<file path="config.mk">
export PLATFORM = sky130hd
export DESIGN_NAME = uart_rx_latch
export DESIGN_NICKNAME = d
export VERILOG_FILES = /design/src/rtl/uart_rx_latch.sv
export SDC_FILE = /design/constraint.sdc
export NUM_CORES = 1
export LEC_CHECK = 0
export BUFFER_PORTS_ARGS = -buffer_cell sky130_fd_sc_hd__buf_2
export CAP_MARGIN = 40
export CELL_PAD_IN_SITES_DETAIL_PLACEMENT = 0
export CELL_PAD_IN_SITES_GLOBAL_PLACEMENT = 2
export CORE_UTILIZATION = 38
export DETAILED_ROUTE_END_ITERATION = 10
export PLACE_DENSITY_LB_ADDON = 0.08
export SLEW_MARGIN = 10
export SYNTH_ARGS = -nofsm -noshare
export SYNTH_HDL_FRONTEND = slang
export SYNTH_SLANG_ARGS = --single-unit
</file>
<file path="constraint.sdc">
create_clock -name clk -period 4.25 [get_ports clk]
set_input_delay 0.6375 -clock clk [delete_from_list [all_inputs] [get_ports clk]]
set_output_delay 0.6375 -clock clk [all_outputs]
set_load 0.03 [all_outputs]
</file>
<file path="src/rtl/uart_rx_latch.sv">
// 8N1 UART receiver. The serial line passes through a 2-flop synchroniser, then each good byte is
// latched and handed off with a valid/ack handshake. Framing and overrun errors are flagged.
module uart_rx_latch #(
    parameter int CLKS_PER_BIT = 87,
    parameter int HALF_BIT     = CLKS_PER_BIT / 2
) (
    input  logic       clk,
    input  logic       reset,
    input  logic       uart_rxd,
    input  logic       rx_ack,
    output logic [7:0] rx_data,
    output logic       rx_valid,
    output logic       rx_overrun,
    output logic       rx_frame_err,
    output logic       uart_rx_busy
);

    localparam int CNT_W = $clog2(CLKS_PER_BIT);
    localparam logic [CNT_W-1:0] CNT_BIT_END  = CNT_W'(CLKS_PER_BIT - 1);
    localparam logic [CNT_W-1:0] CNT_HALF_END = CNT_W'(HALF_BIT - 1);

    localparam logic [1:0] S_IDLE  = 2'd0;
    localparam logic [1:0] S_START = 2'd1;
    localparam logic [1:0] S_DATA  = 2'd2;
    localparam logic [1:0] S_STOP  = 2'd3;

    logic             r_sync1;
    logic             r_sync2;
    logic [1:0]       r_state;
    logic [CNT_W-1:0] r_cnt;
    logic [2:0]       r_bit_idx;
    logic [7:0]       r_shift;
    logic             r_busy;
    logic             r_frame_err;
    logic [7:0]       r_data;
    logic             r_valid;
    logic             r_overrun;

    logic             w_rxs;
    logic             w_stop_good;

    assign w_rxs       = r_sync2;
    assign w_stop_good = (r_state == S_STOP) && (r_cnt == CNT_BIT_END) && w_rxs;

    // Preset to idle-high so that releasing reset never looks like a start bit.
    always_ff @(posedge clk) begin
        if (reset) begin
            r_sync1 <= 1'b1;
            r_sync2 <= 1'b1;
        end else begin
            r_sync1 <= uart_rxd;
            r_sync2 <= r_sync1;
        end
    end

    always_ff @(posedge clk) begin
        if (reset) begin
            r_state     <= S_IDLE;
            r_cnt       <= '0;
            r_bit_idx   <= 3'd0;
            r_shift     <= 8'h00;
            r_busy      <= 1'b0;
            r_frame_err <= 1'b0;
        end else begin
            r_frame_err <= 1'b0;
            case (r_state)
                S_IDLE: begin
                    if (!w_rxs) begin
                        r_state <= S_START;
                        r_cnt   <= '0;
                        r_busy  <= 1'b1;
                    end
                end
                S_START: begin
                    if (r_cnt == CNT_HALF_END) begin
                        r_cnt <= '0;
                        if (!w_rxs) begin
                            r_state   <= S_DATA;
                            r_bit_idx <= 3'd0;
                        end else begin
                            r_state <= S_IDLE;
                            r_busy  <= 1'b0;
                        end
                    end else begin
                        r_cnt <= r_cnt + 1'b1;
                    end
                end
                S_DATA: begin
                    if (r_cnt == CNT_BIT_END) begin
                        r_cnt     <= '0;
                        r_shift   <= {w_rxs, r_shift[7:1]};
                        r_bit_idx <= r_bit_idx + 1'b1;
                        if (r_bit_idx == 3'd7) begin
                            r_state <= S_STOP;
                        end
                    end else begin
                        r_cnt <= r_cnt + 1'b1;
                    end
                end
                S_STOP: begin
                    // Leave at mid stop bit so that a back-to-back start edge is still seen in IDLE.
                    if (r_cnt == CNT_BIT_END) begin
                        r_cnt       <= '0;
                        r_state     <= S_IDLE;
                        r_busy      <= 1'b0;
                        r_frame_err <= !w_rxs;
                    end else begin
                        r_cnt <= r_cnt + 1'b1;
                    end
                end
                default: begin
                    r_state <= S_IDLE;
                    r_cnt   <= '0;
                    r_busy  <= 1'b0;
                end
            endcase
        end
    end

    // A new byte beats a simultaneous ack. Overrun is raised only when the held byte was never consumed.
    always_ff @(posedge clk) begin
        if (reset) begin
            r_data    <= 8'h00;
            r_valid   <= 1'b0;
            r_overrun <= 1'b0;
        end else if (w_stop_good) begin
            r_data    <= r_shift;
            r_valid   <= 1'b1;
            r_overrun <= !rx_ack && (r_valid || r_overrun);
        end else if (rx_ack) begin
            r_valid   <= 1'b0;
            r_overrun <= 1'b0;
        end
    end

    assign rx_data      = r_data;
    assign rx_valid     = r_valid;
    assign rx_overrun   = r_overrun;
    assign rx_frame_err = r_frame_err;
    assign uart_rx_busy = r_busy;

endmodule

</file>
Yosys cells after proc, flatten, opt, wreduce, memory -nomap -nowiden
Cells that the tools add are included.
{"block": "word_totals", "reg_bits": 34, "latch_bits": 0, "ram_bits": 0, "rom_bits": 0, "inputBits": 4, "out_inout_bits": 12, "wordCells": 67, "n_memories": 0}
{"block": "op_classes", "n_addsub": 2, "mul": 0, "div": 0, "order_cmp": 0, "eq_ne": 13, "n_shift": 0, "n_mux": 23, "bitwise": 2, "reduce_logical": 16}
{"cell": "$mux W7", "count": 3}
{"cell": "$pmux W7 S3", "count": 1}
{"cell": "$mux W2", "count": 6}
{"cell": "$ne A2 B2 Y1 const B", "count": 6}
{"cell": "$reduce_and A5 Y1", "count": 2}
{"cell": "$mux W3", "count": 3}
{"cell": "$pmux W2 S4", "count": 1}
{"cell": "$add A7 B1 Y7 const B", "count": 1}
{"cell": "$eq A7 B6 Y1 const B", "count": 1}
{"cell": "$eq A7 B7 Y1 const B", "count": 1}
{"cell": "$mux W1", "count": 7}
{"cell": "$pmux W3 S2", "count": 1}
{"cell": "$eq A2 B2 Y1 const B", "count": 2}
{"cell": "$reduce_and A4 Y1", "count": 1}
{"cell": "$reduce_bool A2 Y1", "count": 2}
{"cell": "$add A3 B1 Y3 const B", "count": 1}
{"cell": "$eq A3 B3 Y1 const B", "count": 1}
{"cell": "$logic_and A1 B1 Y1", "count": 3}
{"cell": "$pmux W1 S3", "count": 1}
{"cell": "$reduce_bool A3 Y1", "count": 1}
{"cell": "$reduce_or A3 Y1", "count": 1}
{"cell": "$eq A2 B1 Y1 const B", "count": 1}
{"cell": "$logic_not A1 Y1", "count": 2}
{"cell": "$logic_not A2 Y1", "count": 1}
{"cell": "5 further kinds", "count": 6}

Longest topological paths before layout
Gate-level depths: netlist of run 1.
{"block": "depth", "depth_word": 4, "ltp_mapped": 7, "mapped_depth_nobuf": 6}

Worst setup path before layout of run 1
No wires, ideal clock.
{"block": "synth_timing", "path_kind": "flip-flop to flip-flop", "from": "register r_cnt[0]", "to": "register r_busy, in the netlist uart_rx_busy", "setup_time_ns": 0.086, "arrival_ns": 1.441, "required_time_ns": 4.164, "setup_slack_ns": 2.722, "stages_incl_launch_ff": 7, "path_buffers": 0, "period_less_slack_ns": 1.528, "path_cell_list": "dfxtp_1 -> inv_1 -> ha_1 -> nor2b_1 -> a211oi_4 -> o31ai_2 -> a221oi_2"}
{"block": "synth_between", "elab_chain_cells": 3, "elab_cells_between_ends": 5, "classes_between": "eq/ne (4); reduce/logical (1)"}
{"element": "start, declared", "line": "30", "rtl": "logic [CNT_W-1:0] r_cnt;"}
{"element": "start signal, assigned", "line": "85", "rtl": "r_cnt <= r_cnt + 1'b1;"}
{"element": "start signal, assigned", "line": "97", "rtl": "r_cnt <= r_cnt + 1'b1;"}
{"element": "start signal, assigned", "line": "108", "rtl": "r_cnt <= r_cnt + 1'b1;"}
{"element": "$eq A7 B6 Y1 or $eq A7 B7 Y1 (tied branches)", "line": "75, 102"}
{"element": "$ne A2 B2 Y1 (no line) or $ne A2 B1 Y1 (tied branches)"}
{"element": "$reduce_and A5 Y1 (no line) *"}
{"element": "end signal, assigned", "line": "71", "rtl": "r_busy <= 1'b1;"}
{"element": "end signal, assigned", "line": "82", "rtl": "r_busy <= 1'b0;"}
{"element": "end signal, assigned", "line": "105", "rtl": "r_busy <= 1'b0;"}
{"element": "end, declared", "line": "33", "rtl": "logic r_busy;"}
Mark *: on every way between the ends. The rest lies on a longest branch, timed or not.
A chain may end at the register's enable or synchronous reset.

Worst setup path after layout of run 1
{"block": "layout_timing", "from": "register r_cnt[0]", "to": "register r_shift[1]"}
{"block": "layout_between", "elab_chain_cells": 2}
{"element": "$eq A7 B7 Y1", "line": "89", "rtl": "if (r_cnt == CNT_BIT_END) begin"}
{"element": "$reduce_and A2 Y1 (no line)"}
{"element": "end signal, assigned", "line": "91", "rtl": "r_shift <= {w_rxs, r_shift[7:1]};"}
{"element": "end, declared", "line": "32", "rtl": "logic [7:0] r_shift;"}
Every way passes these cells.

==> report_table.html, run 1 <==
<table>
<tr><th>Metric</th><th>Value</th></tr>
<tr><th colspan="2">Layout</th></tr>
<tr><td>Antenna diode count</td><td>0</td></tr>
<tr><td>Filler cell count in the final layout</td><td>386</td></tr>
<tr><td>Most common cell after layout, fill and taps aside</td><td>dfxtp_1</td></tr>
<tr><td>Synth-to-Final Area Change</td><td>15.0%</td></tr>
<tr><td>Final Core Density</td><td>45.8%</td></tr>
<tr><td>Count of non-filler cells in the finished layout</td><td>221</td></tr>
<tr><td>Total number of nets in the final design</td><td>180</td></tr>
<tr><td>Most used cells in the layout excluding fill and tap cells</td><td>34 x dfxtp_1, 20 x nor2_1, 16 x mux2i_1</td></tr>
<tr><td>Share of layout cells above drive strength 1</td><td>19.7%</td></tr>
<tr><td>Total area of multi-input combinational cells</td><td>737 µm²</td></tr>
<tr><td>Area used by sequential logic in the layout</td><td>681 µm²</td></tr>
<tr><th colspan="2">Clocking</th></tr>
<tr><td>Buffers from clock root to sink, at most</td><td>2</td></tr>
<tr><td>Sink count of the clock tree</td><td>34</td></tr>
<tr><td>Post-CTS repair timing setup buffer count</td><td>0</td></tr>
<tr><td>Post-cts resize count</td><td>0</td></tr>
<tr><td>Clock slew at the register clock pins of the worst setup and hold paths</td><td>70 ps</td></tr>
<tr><td>CTS Root Buffer Type</td><td>clkbuf_8</td></tr>
<tr><td>Hold-fix buffers, CTS</td><td>0</td></tr>
<tr><td>Clk Latency, worst-skew pair</td><td>280 ps</td></tr>
<tr><td>Total CTS buffers</td><td>5</td></tr>
<tr><td>Number of levels the H-tree was split into</td><td>2</td></tr>
<tr><td>TritonCTS clock tree</td><td>done</td></tr>
<tr><th colspan="2">Drt</th></tr>
<tr><td>Final WL</td><td>2790 µm</td></tr>
<tr><td>Initial detailed-routing violation count</td><td>85</td></tr>
<tr><td>Number of antenna-violating nets in the routed design</td><td>0</td></tr>
<tr><td>Number of DRC violations after detailed routing</td><td>0</td></tr>
<tr><td>Post-detailed-route wirelength per cell</td><td>12.6 µm</td></tr>
<tr><td>Via count</td><td>1128</td></tr>
<tr><td>Number of vias per cell after detailed routing</td><td>5.10</td></tr>
<tr><td>Number of iterations in the first detailed-routing pass</td><td>4</td></tr>
<tr><th colspan="2">Worst hold path</th></tr>
<tr><td>End point of the worst hold path</td><td>r_sync2</td></tr>
<tr><td>Launch point of the worst hold path</td><td>r_sync1</td></tr>
<tr><td>Hold path cells</td><td>1</td></tr>
<tr><td>Worst min path class</td><td>reg -&gt; reg</td></tr>
<tr><th colspan="2">Timing</th></tr>
<tr><td>Smallest setup slack after layout</td><td>2310 ps</td></tr>
<tr><td>Worst clock skew on the final layout</td><td>3.03 ps</td></tr>
<tr><td>Final-report hold violation count</td><td>0</td></tr>
<tr><td>Total of endpoints with negative setup slack in the final report</td><td>0</td></tr>
<tr><td>Unrepaired setup endpoints after global routing</td><td>no</td></tr>
<tr><td>Period minus WS final</td><td>1940 ps</td></tr>
<tr><td>Final worst hold slack</td><td>413 ps</td></tr>
<tr><td>Fin. max-slew vios</td><td>0</td></tr>
<tr><td>Fmax achieved</td><td>0.517 GHz</td></tr>
<tr><td>Final critical-path share of the clock period</td><td>45.5%</td></tr>
<tr><td>Total negative slack</td><td>0 ps</td></tr>
<tr><td>Slew headroom</td><td>42.2%</td></tr>
<tr><td>Slew at the pin with the worst max-slew slack</td><td>861 ps</td></tr>
<tr><th colspan="2">Global routing</th></tr>
<tr><td>Number of antenna violations at the first check in global routing</td><td>0</td></tr>
<tr><td>Largest net degree at the start of global routing</td><td>35</td></tr>
<tr><td>Total congestion overflow after global routing</td><td>0</td></tr>
<tr><td>Via count of the first global-routing pass</td><td>1090</td></tr>
<tr><td>Global-route wire length before repair</td><td>4910 µm</td></tr>
<tr><td>All-Layer GR Usage</td><td>15.9%</td></tr>
<tr><th colspan="2">Setup path</th></tr>
<tr><td>Startpoint of the lowest-slack register-to-register path</td><td>r_cnt[0]</td></tr>
<tr><td>Endpoint of the most critical register-to-register path</td><td>r_shift[1]</td></tr>
<tr><td>Largest fanout on the critical path</td><td>14</td></tr>
<tr><td>CP Capture Type</td><td>flop</td></tr>
<tr><td>R2R depth</td><td>6</td></tr>
<tr><td>Kind of start point of the critical path</td><td>flop</td></tr>
<tr><td>Arrival time of data at the critical path endpoint</td><td>2090 ps</td></tr>
<tr><td>Data required time at the worst endpoint</td><td>4400 ps</td></tr>
<tr><td>Critical path class</td><td>reg -&gt; reg</td></tr>
<tr><td>R2R setup slack</td><td>2310 ps</td></tr>
<tr><th colspan="2">Pwr</th></tr>
<tr><td>Leak</td><td>0.612 nW</td></tr>
<tr><td>Switching pwr</td><td>0.127 mW</td></tr>
<tr><td>Clock share of power</td><td>44.8%</td></tr>
<tr><td>Power per Cell Area</td><td>365 nW/µm²</td></tr>
<tr><td>Highest ir drop seen on vdd</td><td>203 µV</td></tr>
<tr><td>Portion of total power attributed to sequential cells</td><td>52.5%</td></tr>
<tr><td>Internal power</td><td>0.490 mW</td></tr>
<tr><td>Logic gate share of total power</td><td>2.7%</td></tr>
<tr><td>Switching Fraction</td><td>20.6%</td></tr>
<tr><th colspan="2">Synthesis</th></tr>
<tr><td>Portion of synthesized cell area occupied by the leading cell type</td><td>46.3%</td></tr>
<tr><td>Cells taking the most area after synthesis</td><td>dfxtp_1 46%, mux2i_1 11%, nor2_1 5.1%, a21oi_1 4.4%, ha_1 3.4%</td></tr>
<tr><td>Sequential area share after synthesis</td><td>46.3%</td></tr>
<tr><td>Cell type contributing the most total cell area after synthesis</td><td>dfxtp_1</td></tr>
<tr><td>Number of nets produced by synthesis</td><td>165</td></tr>
<tr><td>Number of warnings reported in the yosys synthesis log</td><td>0</td></tr>
<tr><td>Number of synthesized register bits</td><td>34</td></tr>
<tr><td>Avg Synthesized Cell Area</td><td>9.36 µm²</td></tr>
<tr><td>Syn Std Cell Area</td><td>1470 µm²</td></tr>
<tr><td>Count of mapped cells out of synthesis</td><td>157</td></tr>
<tr><td>Number of distinct library cell variants in the gate-level netlist after synthesis</td><td>35</td></tr>
<tr><th colspan="2">Placed design</th></tr>
<tr><td>Worst Setup Slack post-DPL</td><td>2330 ps</td></tr>
<tr><td>Buffers on Ports</td><td>15</td></tr>
<tr><td>Number of cells after detailed placement</td><td>213</td></tr>
<tr><td>Post-DP HPWL</td><td>1820 µm</td></tr>
<tr><td>Routability congestion estimate from global placement</td><td>0.722</td></tr>
<tr><th colspan="2">Die</th></tr>
<tr><td>Placeable core region</td><td>3690 µm²</td></tr>
<tr><td>Area enclosed by the die boundary</td><td>4120 µm²</td></tr>
<tr><td>Site row count</td><td>22</td></tr>
<tr><td>Height of the chip</td><td>64.2 µm</td></tr>
<tr><td>I/O pin total</td><td>16</td></tr>
<tr><td>Initial core utilization</td><td>39.8%</td></tr>
<tr><td>Die W</td><td>64.2 µm</td></tr>
<tr><th colspan="2">Status</th></tr>
<tr><td>Result of the run</td><td>completed</td></tr>
<tr><th colspan="2">Job</th></tr>
<tr><td>Max-cap violations</td><td>0</td></tr>
</table>
==> routing by layer <==
| layer | wire (µm) | vias to the layer above | global-route usage, % |
|---|---|---|---|
| met2 | 1340 | 19 | 27.4 |
| met4 | 31 | 0 | 7.50 |
| met3 | 92 | 4 | 5.36 |
| met1 | 1330 | 527 | 17.5 |
| met5 | 0 | - | 0 |
| li1 | - | 578 | - |
==> layout make-up <==
type | instances | share of cell area, %
clock buffer | 8 | 6.52
inverter | 5 | 1.11
tap | 48 | 3.56
timing repair buffer | 16 | 4.89
multi-input combinational | 110 | 43.6
sequential | 34 | 40.3
==> synth_stat cells <==
| cell | instances |
|---|---|
| nor4_1 | 2 |
| nand2_1 | 13 |
| ha_1 | 4 |
| nand4_1 | 1 |
| a211o_1 | 1 |
| inv_2 | 2 |
| nand3_1 | 2 |
| mux2i_1 | 16 |
| or3_1 | 1 |
| nand2b_1 | 1 |
| a221oi_2 | 1 |
| o21ai_1 | 1 |
| or2_2 | 3 |
| clkbuf_1 | 5 |
| inv_1 | 3 |
| nand4bb_1 | 1 |
| and2_1 | 2 |
| o21bai_1 | 1 |
| nor4_4 | 1 |
| and4bb_1 | 1 |
| nor2_1 | 20 |
| nand3b_1 | 3 |
| nor3_1 | 5 |
| a211oi_4 | 1 |
| o21ai_0 | 1 |
| dfxtp_1 | 34 |
| buf_2 | 1 |
| a21oi_1 | 13 |
| o31ai_2 | 1 |
| buf_4 | 2 |
| nor2b_1 | 4 |
| or4_1 | 1 |
| o21a_1 | 3 |
| o22ai_1 | 5 |
| and3_1 | 1 |
==> logic make-up (layout without fill, tap and decap cells) <==
family | after synthesis | in the layout | synth area share, %
AND/OR/NAND/NOR | 62 | 62 | 22.3
flip-flops | 34 | 34 | 46.3
AO/OA/AOI/OAI | 28 | 28 | 13.1
multiplexers | 16 | 16 | 10.9
buffers and inverters | 13 | 29 | 3.92
adder cells (fa/ha/maj) | 4 | 4 | 3.41
==> sequential cells by signal, indices dropped and copies added (netlist names), named ones only <==
signal,flops
rx_overrun,1
rx_data,8
r_sync1,1
rx_valid,1
r_cnt,7
r_bit_idx,3
rx_frame_err,1
r_shift,8
uart_rx_busy,1
r_state,1
r_sync2,1
==> through the flow <==
step	cell area, µm²	power, mW
after floorplan	1470	0.343
after global placement	1580	0.348
after detailed placement	1580	0.348
after CTS	1690	0.624
after global routing	1690	0.642
final	1690	0.616
==> worst max path at each step <==
| stage | from | endpoint | slack, ps |
|---|---|---|---|
| finish | r_cnt[0] | r_shift[1] | 2310 |
| global route | r_cnt[0] | r_shift[1] | 2150 |
| CTS | r_cnt[0] | r_shift[1] | 2300 |
| detailed placement | r_cnt[0] | r_shift[0] | 2330 |
| global placement | r_cnt[0] | r_shift[6] | 2360 |
| floorplan | r_cnt[0] | uart_rx_busy | 2720 |
==> power groups by stage <==
stage | Combinational (mW) | Sequential, mW | Clock [mW]
after floorplan | 0.0122 | 0.331 | 0
after detailed placement | 0.0172 | 0.331 | 0
final | 0.0169 | 0.323 | 0.276
after CTS | 0.0172 | 0.323 | 0.284
after global placement | 0.0172 | 0.331 | 0
after global routing | 0.0193 | 0.323 | 0.299
==> worst max-delay path, stage by stage (launching register included) <==
cell     delay [ps]
dfxtp_1         330
inv_1            80
ha_1            160
nand2_1         130
nor4_4          750
mux2i_1         300
nor2_1           50
Note: power is estimated with default switching activity, not from simulation.
==> run 2, diff against run 1 <==
--- a/config.mk
+++ b/config.mk
@@ -9,7 +9,7 @@
 export CAP_MARGIN = 40
 export CELL_PAD_IN_SITES_DETAIL_PLACEMENT = 0
 export CELL_PAD_IN_SITES_GLOBAL_PLACEMENT = 2
-export CORE_UTILIZATION = 38
+export CORE_UTILIZATION = 32
 export DETAILED_ROUTE_END_ITERATION = 10
 export PLACE_DENSITY_LB_ADDON = 0.08
 export SLEW_MARGIN = 10
==> constraint.sdc (replaced) <==
create_clock -name clk -period 1.6 [get_ports clk]
set_input_delay 0.24 -clock clk [delete_from_list [all_inputs] [get_ports clk]]
set_output_delay 0.24 -clock clk [all_outputs]
set_load 0.03 [all_outputs]
==> report_table.html, run 2 (synthesis results as in run 1) <==
<table>
<tr><th>Metric</th><th>Value</th></tr>
<tr><th colspan="2">Layout</th></tr>
<tr><td>Antenna diode count</td><td>0</td></tr>
<tr><td>Most used cells in the layout excluding fill and tap cells</td><td>30 x dfxtp_1, 20 x nor2_1, 16 x mux2i_1</td></tr>
<tr><td>Most common cell after layout, fill and taps aside</td><td>dfxtp_1</td></tr>
<tr><td>Post-route cell area</td><td>1850 µm²</td></tr>
<tr><td>Synth-to-Final Area Change</td><td>26.2%</td></tr>
<tr><td>Total number of nets in the final design</td><td>197</td></tr>
<tr><td>Count of non-filler cells in the finished layout</td><td>241</td></tr>
<tr><td>Share of layout cells above drive strength 1</td><td>31.7%</td></tr>
<tr><th colspan="2">Setup path</th></tr>
<tr><td>R2R depth</td><td>6</td></tr>
<tr><td>CP max-delay cell</td><td>nor4_4</td></tr>
<tr><td>Crit-path max cell delay</td><td>330 ps</td></tr>
<tr><td>Data required time at the worst endpoint</td><td>1750 ps</td></tr>
<tr><td>Critical path class</td><td>reg -&gt; reg</td></tr>
<tr><td>CP Capture Type</td><td>flop</td></tr>
<tr><td>Startpoint of the lowest-slack register-to-register path</td><td>r_cnt[3]</td></tr>
<tr><td>Arrival time of data at the critical path endpoint</td><td>1720 ps</td></tr>
<tr><td>R2R setup slack</td><td>30 ps</td></tr>
<tr><td>Endpoint of the most critical register-to-register path</td><td>rx_data[0]</td></tr>
<tr><td>Largest fanout on the critical path</td><td>5</td></tr>
<tr><td>CP most frequent cell</td><td>buf_6</td></tr>
<tr><td>Kind of start point of the critical path</td><td>flop</td></tr>
<tr><td>Cells along the critical path</td><td>nand4bb_1 &gt; buf_6 &gt; nor4_4 &gt; buf_6 &gt; mux2i_1 &gt; nor2_1</td></tr>
<tr><th colspan="2">Die</th></tr>
<tr><td>Placeable core region</td><td>4380 µm²</td></tr>
<tr><td>Height of the chip</td><td>69.8 µm</td></tr>
<tr><td>Area enclosed by the die boundary</td><td>4870 µm²</td></tr>
<tr><td>Site row count</td><td>24</td></tr>
<tr><td>Initial core utilization</td><td>33.5%</td></tr>
<tr><td>Die W</td><td>69.8 µm</td></tr>
<tr><td>I/O pin total</td><td>16</td></tr>
<tr><th colspan="2">Pwr</th></tr>
<tr><td>Power per Cell Area</td><td>806 nW/µm²</td></tr>
<tr><td>Switching pwr</td><td>0.331 mW</td></tr>
<tr><td>Highest ir drop seen on vdd</td><td>553 µV</td></tr>
<tr><td>Switching Fraction</td><td>22.1%</td></tr>
<tr><td>Post-layout total power</td><td>1.49 mW</td></tr>
<tr><td>Leak</td><td>0.720 nW</td></tr>
<tr><td>Clock share of power</td><td>39.3%</td></tr>
<tr><td>Internal power</td><td>1.16 mW</td></tr>
<tr><td>Logic gate share of total power</td><td>3.5%</td></tr>
<tr><td>Portion of total power attributed to sequential cells</td><td>57.2%</td></tr>
<tr><th colspan="2">Global routing</th></tr>
<tr><td>Global-route wire length before repair</td><td>5420 µm</td></tr>
<tr><td>Number of antenna violations at the first check in global routing</td><td>0</td></tr>
<tr><td>Via count of the first global-routing pass</td><td>1230</td></tr>
<tr><td>Total congestion overflow after global routing</td><td>0</td></tr>
<tr><td>All-Layer GR Usage</td><td>13.9%</td></tr>
<tr><td>Largest net degree at the start of global routing</td><td>35</td></tr>
<tr><th colspan="2">Worst hold path</th></tr>
<tr><td>Launch point of the worst hold path</td><td>rx_ack</td></tr>
<tr><td>Hold path cells</td><td>2</td></tr>
<tr><td>End point of the worst hold path</td><td>rx_overrun</td></tr>
<tr><td>Worst min path class</td><td>in -&gt; reg</td></tr>
<tr><th colspan="2">Timing</th></tr>
<tr><td>Slew headroom</td><td>60.7%</td></tr>
<tr><td>Period minus WS final</td><td>1570 ps</td></tr>
<tr><td>Slew at the pin with the worst max-slew slack</td><td>589 ps</td></tr>
<tr><td>Total of endpoints with negative setup slack in the final report</td><td>0</td></tr>
<tr><td>Total negative slack</td><td>0 ps</td></tr>
<tr><td>Worst clock skew on the final layout</td><td>4.89 ps</td></tr>
<tr><td>Fin. max-slew vios</td><td>0</td></tr>
<tr><td>Unrepaired setup endpoints after global routing</td><td>yes</td></tr>
<tr><td>Smallest setup slack after layout</td><td>25.9 ps</td></tr>
<tr><td>Fmax achieved</td><td>0.635 GHz</td></tr>
<tr><td>Final-report hold violation count</td><td>0</td></tr>
<tr><td>Final critical-path share of the clock period</td><td>98.4%</td></tr>
<tr><th colspan="2">Placed design</th></tr>
<tr><td>Worst Setup Slack post-DPL</td><td>-54.7 ps</td></tr>
<tr><td>Number of cells after detailed placement</td><td>229</td></tr>
<tr><td>Post-DP HPWL</td><td>2020 µm</td></tr>
<tr><td>Buffers on Ports</td><td>15</td></tr>
<tr><td>DP Area</td><td>1670 µm²</td></tr>
<tr><td>Routability congestion estimate from global placement</td><td>0.719</td></tr>
<tr><th colspan="2">Drt</th></tr>
<tr><td>Number of antenna-violating nets in the routed design</td><td>0</td></tr>
<tr><td>Via count</td><td>1197</td></tr>
<tr><td>Number of iterations in the first detailed-routing pass</td><td>4</td></tr>
<tr><td>Number of DRC violations after detailed routing</td><td>0</td></tr>
<tr><td>Number of vias per cell after detailed routing</td><td>4.97</td></tr>
<tr><td>Post-detailed-route wirelength per cell</td><td>12.6 µm</td></tr>
<tr><td>Final WL</td><td>3030 µm</td></tr>
<tr><td>Initial detailed-routing violation count</td><td>33</td></tr>
<tr><th colspan="2">Clocking</th></tr>
<tr><td>Sink count of the clock tree</td><td>34</td></tr>
<tr><td>Clock slew at the register clock pins of the worst setup and hold paths</td><td>70 ps</td></tr>
<tr><td>Clk Latency, worst-skew pair</td><td>280 ps</td></tr>
<tr><td>Total CTS buffers</td><td>5</td></tr>
<tr><td>Buffers from clock root to sink, at most</td><td>2</td></tr>
<tr><td>TritonCTS clock tree</td><td>done</td></tr>
<tr><td>CTS Root Buffer Type</td><td>clkbuf_8</td></tr>
<tr><td>Number of levels the H-tree was split into</td><td>2</td></tr>
<tr><th colspan="2">Status</th></tr>
<tr><td>Result of the run</td><td>completed</td></tr>
<tr><th colspan="2">Job</th></tr>
<tr><td>Max-cap violations</td><td>0</td></tr>
</table>
## run 2: worst max path at each step
stage	startpoint	endpoint	slack (ps)	depth (start not counted)
final	r_cnt[3]	rx_data[0]	30	6
after global routing	r_cnt[3]	rx_data[0]	-60	6
after CTS	r_cnt[0]	flop	-20	7
after detailed placement	r_cnt[0]	flop	-50	7
after global placement	r_cnt[0]	flop	-3	7
after floorplan	r_cnt[0]	uart_rx_busy	70	6
## run 2: final cells by class
type / instances / area (µm²)
fill: 442 / 2530
timing repair buffer: 33 / 221
clock buffer: 5 / 68.8
multi-input combinational: 110 / 774
sequential: 34 / 691
clock inverter: 2 / 15.0
inverter: 5 / 18.8
tap: 52 / 65.1
## run 2: metrics by stage
stage	hold slack, ps	utilization [%]
after floorplan	319	-
after global placement	392	38.2
after detailed placement	392	38.2
after CTS	130	40.7
after global routing	131	42.3
final	143	42.3
## run 2: critical path, delay by kind of cell (launching register included)
family	cells	cell delay [ps]
and+or+nand+nor	3	580
buffers and inverters	2	350
DFF	1	320
muxes	1	200
## run 2: power groups by stage
stage	Combinational (mW)	Sequential (mW)	Clock, mW
after floorplan	0.0325	0.879	0
after global placement	0.0505	0.877	0
after detailed placement	0.0513	0.878	0
after CTS	0.0517	0.858	0.630
after global routing	0.0589	0.855	0.665
final	0.0519	0.855	0.587
## run 2: timing repair
action / 4_1_cts / 5_1_grt
setup buffers: 0 / 4
setup endpoints to repair: 10 / 21
resized for setup: 8 / 14
cloned: 1 / 0
hold buffers: 0 / 0
pin swaps: 0 / 4
## run 2: routing by layer
metal / vias to the layer above / track usage [%] / routed length, µm
li1: 610 / - / -
met3: 2 / 4.36 / 92
met5: - / 0 / 0
met4: 0 / 4.67 / 20
met2: 13 / 23.9 / 1510
met1: 572 / 16.4 / 1420
==> run 3, diff against run 2 <==
--- a/config.mk
+++ b/config.mk
@@ -9,7 +9,7 @@
 export CAP_MARGIN = 40
 export CELL_PAD_IN_SITES_DETAIL_PLACEMENT = 0
 export CELL_PAD_IN_SITES_GLOBAL_PLACEMENT = 2
-export CORE_UTILIZATION = 32
+export CORE_UTILIZATION = 35
 export DETAILED_ROUTE_END_ITERATION = 10
 export PLACE_DENSITY_LB_ADDON = 0.08
 export SLEW_MARGIN = 10
==> constraint.sdc (replaced) <==
create_clock -name clk -period 1.8 [get_ports clk]
set_input_delay 0.27 -clock clk [delete_from_list [all_inputs] [get_ports clk]]
set_output_delay 0.27 -clock clk [all_outputs]
set_load 0.03 [all_outputs]
==> report_table.html, run 3 (synthesis results as in run 1) <==
<table>
<tr><th>Metric</th><th>Value</th></tr>
<tr><th colspan="2">Layout</th></tr>
<tr><td>Antenna diode count</td><td>0</td></tr>
<tr><td>Total number of nets in the final design</td><td>186</td></tr>
<tr><td>Post-route cell area</td><td>1750 µm²</td></tr>
<tr><td>Most used cells in the layout excluding fill and tap cells</td><td>33 x dfxtp_1, 20 x nor2_1, 16 x mux2i_1</td></tr>
<tr><td>Final Core Density</td><td>43.4%</td></tr>
<tr><td>Share of layout cells above drive strength 1</td><td>24.0%</td></tr>
<tr><td>Synth-to-Final Area Change</td><td>18.9%</td></tr>
<tr><td>Most common cell after layout, fill and taps aside</td><td>dfxtp_1</td></tr>
<tr><td>Count of non-filler cells in the finished layout</td><td>229</td></tr>
<tr><th colspan="2">Drt</th></tr>
<tr><td>Number of antenna-violating nets in the routed design</td><td>0</td></tr>
<tr><td>Initial detailed-routing violation count</td><td>42</td></tr>
<tr><td>Via count</td><td>1140</td></tr>
<tr><td>Number of DRC violations after detailed routing</td><td>0</td></tr>
<tr><td>Post-detailed-route wirelength per cell</td><td>12.7 µm</td></tr>
<tr><td>Number of vias per cell after detailed routing</td><td>4.98</td></tr>
<tr><td>Final WL</td><td>2900 µm</td></tr>
<tr><td>Number of iterations in the first detailed-routing pass</td><td>4</td></tr>
<tr><th colspan="2">Timing</th></tr>
<tr><td>Final critical-path share of the clock period</td><td>89.1%</td></tr>
<tr><td>Fmax achieved</td><td>0.624 GHz</td></tr>
<tr><td>Worst clock skew on the final layout</td><td>6.97 ps</td></tr>
<tr><td>Fin. max-slew vios</td><td>0</td></tr>
<tr><td>Total negative slack</td><td>0 ps</td></tr>
<tr><td>Slew headroom</td><td>59.0%</td></tr>
<tr><td>Period minus WS final</td><td>1600 ps</td></tr>
<tr><td>Slew at the pin with the worst max-slew slack</td><td>614 ps</td></tr>
<tr><td>Total of endpoints with negative setup slack in the final report</td><td>0</td></tr>
<tr><td>Final-report hold violation count</td><td>0</td></tr>
<tr><td>Unrepaired setup endpoints after global routing</td><td>no</td></tr>
<tr><th colspan="2">Setup path</th></tr>
<tr><td>Data required time at the worst endpoint</td><td>2010 ps</td></tr>
<tr><td>Critical path class</td><td>reg -&gt; reg</td></tr>
<tr><td>CP Capture Type</td><td>flop</td></tr>
<tr><td>Arrival time of data at the critical path endpoint</td><td>1810 ps</td></tr>
<tr><td>Kind of start point of the critical path</td><td>flop</td></tr>
<tr><td>Startpoint of the lowest-slack register-to-register path</td><td>r_cnt[0]</td></tr>
<tr><td>Endpoint of the most critical register-to-register path</td><td>r_cnt[2]</td></tr>
<tr><td>R2R setup slack</td><td>200 ps</td></tr>
<tr><td>R2R depth</td><td>7</td></tr>
<tr><td>Largest fanout on the critical path</td><td>7</td></tr>
<tr><th colspan="2">Pwr</th></tr>
<tr><td>Post-layout total power</td><td>1.49 mW</td></tr>
<tr><td>Leak</td><td>0.647 nW</td></tr>
<tr><td>Power per Cell Area</td><td>855 nW/µm²</td></tr>
<tr><td>Highest ir drop seen on vdd</td><td>443 µV</td></tr>
<tr><th colspan="2">Worst hold path</th></tr>
<tr><td>End point of the worst hold path</td><td>r_sync1</td></tr>
<tr><td>Hold path cells</td><td>2</td></tr>
<tr><td>Worst min path class</td><td>in -&gt; reg</td></tr>
<tr><td>Launch point of the worst hold path</td><td>uart_rxd</td></tr>
<tr><th colspan="2">Status</th></tr>
<tr><td>Result of the run</td><td>completed</td></tr>
<tr><th colspan="2">Die</th></tr>
<tr><td>Initial core utilization</td><td>36.5%</td></tr>
<tr><td>Height of the chip</td><td>66.8 µm</td></tr>
<tr><td>Site row count</td><td>23</td></tr>
<tr><td>I/O pin total</td><td>16</td></tr>
<tr><td>Area enclosed by the die boundary</td><td>4460 µm²</td></tr>
<tr><td>Die W</td><td>66.8 µm</td></tr>
<tr><td>Placeable core region</td><td>4030 µm²</td></tr>
<tr><th colspan="2">Clocking</th></tr>
<tr><td>CTS Root Buffer Type</td><td>clkbuf_8</td></tr>
<tr><td>TritonCTS clock tree</td><td>done</td></tr>
<tr><td>Total CTS buffers</td><td>5</td></tr>
<tr><td>Number of levels the H-tree was split into</td><td>2</td></tr>
<tr><td>Sink count of the clock tree</td><td>34</td></tr>
<tr><td>Hold-fix buffers, CTS</td><td>0</td></tr>
<tr><td>Clk Latency, worst-skew pair</td><td>280 ps</td></tr>
<tr><td>Clock slew at the register clock pins of the worst setup and hold paths</td><td>70 ps</td></tr>
<tr><td>Buffers from clock root to sink, at most</td><td>2</td></tr>
<tr><th colspan="2">Placed design</th></tr>
<tr><td>Buffers on Ports</td><td>15</td></tr>
<tr><td>Number of cells after detailed placement</td><td>221</td></tr>
<tr><td>Post-DP HPWL</td><td>1970 µm</td></tr>
<tr><td>Routability congestion estimate from global placement</td><td>0.700</td></tr>
<tr><td>DP Area</td><td>1630 µm²</td></tr>
<tr><th colspan="2">Global routing</th></tr>
<tr><td>Number of antenna violations at the first check in global routing</td><td>0</td></tr>
<tr><td>Via count of the first global-routing pass</td><td>1082</td></tr>
<tr><td>All-Layer GR Usage</td><td>15.2%</td></tr>
<tr><td>Global-route wire length before repair</td><td>4950 µm</td></tr>
<tr><td>Total congestion overflow after global routing</td><td>0</td></tr>
<tr><td>Largest net degree at the start of global routing</td><td>35</td></tr>
<tr><th colspan="2">Job</th></tr>
<tr><td>Max-cap violations</td><td>0</td></tr>
</table>
==> run 3: changes by cell type in the layout (fill, tap and decap cells not counted), sizes merged <==
cell,before,now
bufinv,0,1
buf,33,22
clkinv,0,2
clkinvlp,2,0
==> run 3: layout make-up <==
class | instances | area, µm²
Timing Repair Buffer | 22 | 131
Fill cell | 406 | 2280
Sequential cell | 34 | 682
Multi-Input combinational cell | 110 | 743
Clock buffer | 5 | 68.8
Inverter | 5 | 18.8
Clock inverter | 3 | 40.0
Tap cell | 50 | 62.6
==> run 3: metrics by stage <==
step           worst slack [ps]  hold WS (ps)
3_5_place_dp               97.7           400
3_3_place_gp                130           397
2_1_floorplan               272           349
6_report                    196           164
5_1_grt                    25.2           152
4_1_cts                    82.6           153
==> run 3: how the worst max path moves through the flow <==
stage / start / endpoint / slack (ps) / depth (start not counted)
global placement: r_cnt[0] / uart_rx_busy / 130 / 6
finish: r_cnt[0] / r_cnt[2] / 200 / 7
CTS: r_cnt[0] / uart_rx_busy / 80 / 6
floorplan: r_cnt[0] / uart_rx_busy / 270 / 6
detailed placement: r_cnt[0] / uart_rx_busy / 100 / 6
global route: r_cnt[0] / r_shift[6] / 30 / 7
==> run 3: layer usage <==
layer  part of all wire, %  up-vias  track usage (%)
met5                     0        -                0
met4                   1.9        0             7.98
met3                   4.6        6             5.82
met2                    47       22             24.4
met1                    46      530             17.4
li1                      -      582                -
==> run 3: timing repair <==
| item | 4_1_cts | 5_1_grt |
|---|---|---|
| endpoints found under the hold margin | 0 | 0 |
| gates resized for setup | 0 | 4 |
| endpoints found under the setup margin | 0 | 10 |
| setup buffers | 0 | 0 |
==> run 3: critical path, cell delays in order, from the launching register on <==
cell      delay, ps
dfxtp_2         360
inv_1            60
ha_1            200
nor2b_1         170
a211oi_4        330
buf_6           180
o22ai_1          90
a21oi_1         150
==> run 3: report_power, final <==
part	internal (mW)	switching, mW
sequential	0.757	0.00594
clock	0.407	0.281
combinational	0.0138	0.0284
